**src/rtl/health_bar_ctrl.sv**
```systemverilog
// Control stage for one fighter's thermometer-coded health bar shift register.
// Turns round-start, hit and heal events into load/ctrl/serial strobes and tracks HP.
module health_bar_ctrl #(
    parameter int unsigned W          = 8,
    parameter int unsigned DW         = 3,
    parameter int unsigned INV_CYCLES = 16
) (
    input  logic                     clk,
    input  logic                     rst,
    input  logic                     round_start,
    input  logic                     hit,
    input  logic [DW-1:0]            hit_dmg,
    input  logic                     heal,
    output logic [1:0]               ctrl,
    output logic                     serial_in_right,
    output logic                     serial_in_left,
    output logic                     load,
    output logic [W-1:0]             parallel_in,
    output logic [$clog2(W+1)-1:0]   hp,
    output logic                     busy,
    output logic                     ko
);

    localparam int unsigned HW = $clog2(W + 1);
    localparam int unsigned IW = $clog2(INV_CYCLES + 1);
    localparam int unsigned CW = (DW > HW) ? DW : HW;

    typedef enum logic [2:0] {
        StIdle,
        StLoad,
        StAlive,
        StHeal,
        StDamage,
        StInvuln,
        StKo
    } state_e;

    state_e          state_q, state_d;
    logic [HW-1:0]   hp_q, hp_d;
    logic [HW-1:0]   rem_q, rem_d;
    logic [IW-1:0]   inv_q, inv_d;
    logic [HW-1:0]   dmg_clamped;

    assign serial_in_right = 1'b0;
    assign serial_in_left  = 1'b1;
    assign parallel_in     = {W{1'b1}};
    assign hp              = hp_q;

    // Compare at the wider of the two widths so neither operand is truncated.
    assign dmg_clamped = (CW'(hit_dmg) > CW'(hp_q)) ? hp_q : HW'(hit_dmg);

    always_comb begin
        state_d = state_q;
        hp_d    = hp_q;
        rem_d   = rem_q;
        inv_d   = inv_q;
        ctrl    = 2'b00;
        load    = 1'b0;
        busy    = 1'b0;
        ko      = 1'b0;

        unique case (state_q)
            StIdle: begin
            end
            StLoad: begin
                load    = 1'b1;
                busy    = 1'b1;
                hp_d    = HW'(W);
                state_d = StAlive;
            end
            StAlive: begin
                if (hit && (hit_dmg != '0)) begin
                    rem_d   = dmg_clamped;
                    state_d = StDamage;
                end else if (heal && !hit && (hp_q != HW'(W))) begin
                    state_d = StHeal;
                end
            end
            StHeal: begin
                ctrl    = 2'b10;
                hp_d    = hp_q + HW'(1);
                state_d = StAlive;
            end
            StDamage: begin
                ctrl  = 2'b01;
                busy  = 1'b1;
                hp_d  = hp_q - HW'(1);
                rem_d = rem_q - HW'(1);
                if (rem_q == HW'(1)) begin
                    if (hp_q == HW'(1)) begin
                        state_d = StKo;
                    end else begin
                        inv_d   = IW'(INV_CYCLES);
                        state_d = StInvuln;
                    end
                end
            end
            StInvuln: begin
                busy  = 1'b1;
                inv_d = inv_q - IW'(1);
                if (inv_q == IW'(1)) begin
                    state_d = StAlive;
                end
            end
            StKo: begin
                ko = 1'b1;
            end
            default: begin
                state_d = StIdle;
            end
        endcase

        // hp keeps following any shift issued this cycle, so it still matches the bar.
        if (round_start) begin
            state_d = StLoad;
            rem_d   = '0;
            inv_d   = '0;
        end
    end

    always_ff @(posedge clk) begin
        if (rst) begin
            state_q <= StIdle;
            hp_q    <= '0;
            rem_q   <= '0;
            inv_q   <= '0;
        end else begin
            state_q <= state_d;
            hp_q    <= hp_d;
            rem_q   <= rem_d;
            inv_q   <= inv_d;
        end
    end

endmodule

```
**config.mk**
```make
export PLATFORM = sky130hd
export DESIGN_NAME = health_bar_ctrl
export DESIGN_NICKNAME = d
export VERILOG_FILES = /design/src/rtl/health_bar_ctrl.sv
export SDC_FILE = /design/constraint.sdc
export NUM_CORES = 1
export LEC_CHECK = 0
export BUFFER_PORTS_ARGS = -buffer_cell sky130_fd_sc_hd__buf_2
export CELL_PAD_IN_SITES_DETAIL_PLACEMENT = 1
export CELL_PAD_IN_SITES_GLOBAL_PLACEMENT = 1
export CORE_UTILIZATION = 44
export CTS_BUF_LIST = sky130_fd_sc_hd__clkbuf_4
export CTS_CLUSTER_SIZE = 10
export DETAILED_ROUTE_END_ITERATION = 6
export PLACE_DENSITY_LB_ADDON = 0.12
export SKIP_LAST_GASP = 1
export SYNTH_ARGS = -nofsm -noshare
export SYNTH_HDL_FRONTEND = slang
export SYNTH_SLANG_ARGS = --single-unit
```
**constraint.sdc**
```tcl
create_clock -name clk -period 5.3 [get_ports clk]
set_input_delay 1.06 -clock clk [delete_from_list [all_inputs] [get_ports clk]]
set_output_delay 1.06 -clock clk [all_outputs]
set_load 0.03 [all_outputs]
```
==> flow_metrics.py <==
metrics = {
    "run_status": {
        "status": "finished, final reports clean",
    },
    "grt": {
        "grt_pass1_wl_um": 5570,
        "grtUsageTotal_pct": 22.6,
        "grt_max_degree": 15,
        "grt-ovfl-total": 0,
        "grt_pass1_vias": 1141,
        "antenna_found_initial": 0,
    },
    "critical_path": {
        "crit_path_end_kind": "output pin",
        "critPathRequiredTime_ps": 4240,
        "r2r_setup_slack_ps": 3040,
        "path_class": "flop to output pin",
        "startpoint_type": "flop",
        "cp_cell_sequence": "and2b_4 -> nand2_2 -> inv_1 -> buf_2",
        "crit_path_top_delay_cell": "dfxtp_1",
        "crit_fanout": 14,
        "max_stage_delay_ps": 630,
        "critPathArrivalTime_ps": 1870,
    },
    "timing": {
        "rsz0062_at_grt": "false",
        "setup_ws_ps": 2370,
        "setup_violations": 0,
        "fin_crit_ps": 2930,
        "finalSetupTns_ps": 0,
        "clock.fmax_mhz": 342,
        "fin_crit_sh_pct": 55.2,
        "finalHoldViolCount": 0,
        "slew_viol_final": 0,
        "clock_skew_ps": 4.13,
        "worst_pin_slew_ps": 692,
        "max_slew_margin_pct": 53.5,
    },
    "placement": {
        "place_congestion": 0.768,
        "dp.cells": 198,
        "port_buffers": 16,
        "dp_slack_ps": 2620,
        "place_hpwl_um": 2450,
        "placed_area_mm2": 0.00129,
    },
    "layout": {
        "fin_nets": 191,
        "stdcell_area_mm2": 0.00132,
        "diodes": 0,
        "fin_util_pct": 51.2,
        "instances_no_fill": 202,
        "fill_cells": 352,
        "drive_above_1_share_pct": 15.1,
        "syn_to_final_growth_pct": 5.42,
    },
    "routing": {
        "avgRoutedWirePerCell_um": 16.0,
        "drc": 0,
        "first_pass_iters": 4,
        "wl_um": 3220,
        "vias_per_cell": 5.78,
        "dr_total_vias": 1168,
        "ant_nets": 0,
        "initialDrtViolationCount": 17,
    },
    "cts": {
        "insertion_delay_ps": 300,
        "post_cts_buffers": 0,
        "clk_pin_slew_worst_paths_ps": 100,
        "h-tree-depth": 1,
        "clock-sinks": 16,
        "cts_tree": "done",
        "cts_resized": 0,
        "cts-root-buf": "clkbuf_4",
        "cts_buffer_depth": 2,
        "cts-buffers-inserted": 3,
        "cts_hold_buf": 0,
    },
    "yosys": {
        "netlist_area_mm2": 0.00125,
        "synthArstFlopShare_pct": 0,
        "ys_seq_elements": 16,
        "syn_inst": 160,
        "synth_edf_count": 0,
        "yosys_warnings": 0,
        "synth-main-ff-cell": "dfxtp_1",
        "synth_cell_types": 45,
        "ys_seq_area_share_pct": 25.7,
        "syn_avg_cell_area_um2": 7.80,
    },
    "power": {
        "ir_drop_mv": 0.118,
        "p_per_area_mw_per_mm2": 189,
        "p_leak_nw": 0.544,
    },
    "die": {
        "die_w_um": 55.2,
        "rows": 18,
        "start_util_pct": 48.6,
        "die_h_um": 55.2,
        "dieArea_mm2": 0.00305,
        "core_mm2": 0.00257,
        "ios": 27,
    },
    "job": {
        "drv_cap": 0,
    },
    "min_path": {
        "hold_class": "flop to flop",
    },
}
==> registers in the layout (all words and copies together) (netlist names) <==
register	cells
rem_q	4
inv_q	5
state_q	3
hp	4
==> cell usage in the layout, fill, tap and decap left out, drive strengths merged, types with 2 or more instances in the layout <==
master	n
dfxtp	16
buf	16
a21oi	15
inv	14
nor2	13
ha	10
conb	10
o21ai	10
nor3	7
nand2	7
a211oi	4
a31oi	4
nand3	3
xnor2	3
o31ai	3
nand2b	3
o21a	3
nor2b	3
mux2i	3
clkbuf	3
nand3b	2
or2	2
==> synth_stat cells (2+ instances only) <==
library cell	count	area [µm²]
o21ai_1	2	10.0
xnor2_1	3	26.3
nor2_1	13	48.8
conb_1	2	7.51
nand3b_1	2	15.0
nor2b_1	3	18.8
a31oi_1	4	25.0
o21ai_0	8	40.0
nand3_1	3	15.0
nand2b_1	3	18.8
buf_2	3	15.0
buf_4	11	82.6
a21oi_1	15	75.1
ha_1	10	125
nor3_1	7	35.0
mux2i_1	3	30.0
a211oi_1	4	30.0
o31ai_1	3	22.5
dfxtp_1	16	320
inv_1	13	48.8
nand2_1	6	22.5
o21a_1	3	22.5
==> path summary, 6_finish.rpt <==
check / depth (start not counted) / to / start
worst min-delay path: 2 / inv_q[2]$_SDFFE_PP0P_ / inv_q[2]$_SDFFE_PP0P_
worst min register to register: 2 / inv_q[2]$_SDFFE_PP0P_ / inv_q[2]$_SDFFE_PP0P_
worst max-delay path: 4 / ctrl[0] / state_q[2]$_SDFFE_PP0P_
worst max register to register: 6 / state_q[1]$_SDFFE_PP0P_ / hp[0]$_SDFFE_PP0P_
==> area by class of cell <==
class	count	area, µm²	area share, %
repair buffers	16	80.1	6.09
clock inverters	1	3.75	0.285
well taps	30	37.5	2.85
flip-flops and latches	16	320	24.4
inverters	14	52.6	4.00
clock buffers	3	22.5	1.71
multi-input cells	122	798	60.7
==> power breakdown <==
part           switching, mW  leakage [nW]  total [mW]  internal [mW]
registers            0.00655         0.130       0.129          0.122
clock network         0.0426        0.0154      0.0701         0.0275
logic                 0.0332         0.399      0.0495         0.0163
total                 0.0823         0.544       0.248          0.166
==> critical path, delay by kind of cell, from the launching register on <==
| kind | cells | cell delay [ps] |
|---|---|---|
| buf+inv | 2 | 580 |
| flops | 1 | 630 |
| simple gates | 2 | 350 |
==> metrics by stage <==
step / hold WS, ps / total power [mW]
2_1_floorplan: 478 / 0.173
3_3_place_gp: 501 / 0.179
3_5_place_dp: 540 / 0.181
4_1_cts: 556 / 0.250
5_1_grt: 588 / 0.260
6_report: 554 / 0.248
==> metal layers <==
layer	share of wire, %	global-route usage, %	up-vias
li1	-	-	578
met4	0.96	6.07	0
met2	48	38.9	27
met5	0	0	-
met1	47	28.9	558
met3	3.4	4.22	5
==> cell families after synthesis <==
group / Yosys count / share of synthesized area (%)
xor gates and xnor gates: 3 / 2.11
AOI/OAI and AO/OA: 51 / 27.9
muxes: 3 / 2.41
buffers and inverters: 30 / 12.7
DFF: 16 / 25.7
and+or+nand+nor: 45 / 18.6
other: 2 / 0.602
adders and majority gates: 10 / 10.0
(Power assumes the default switching activity.)
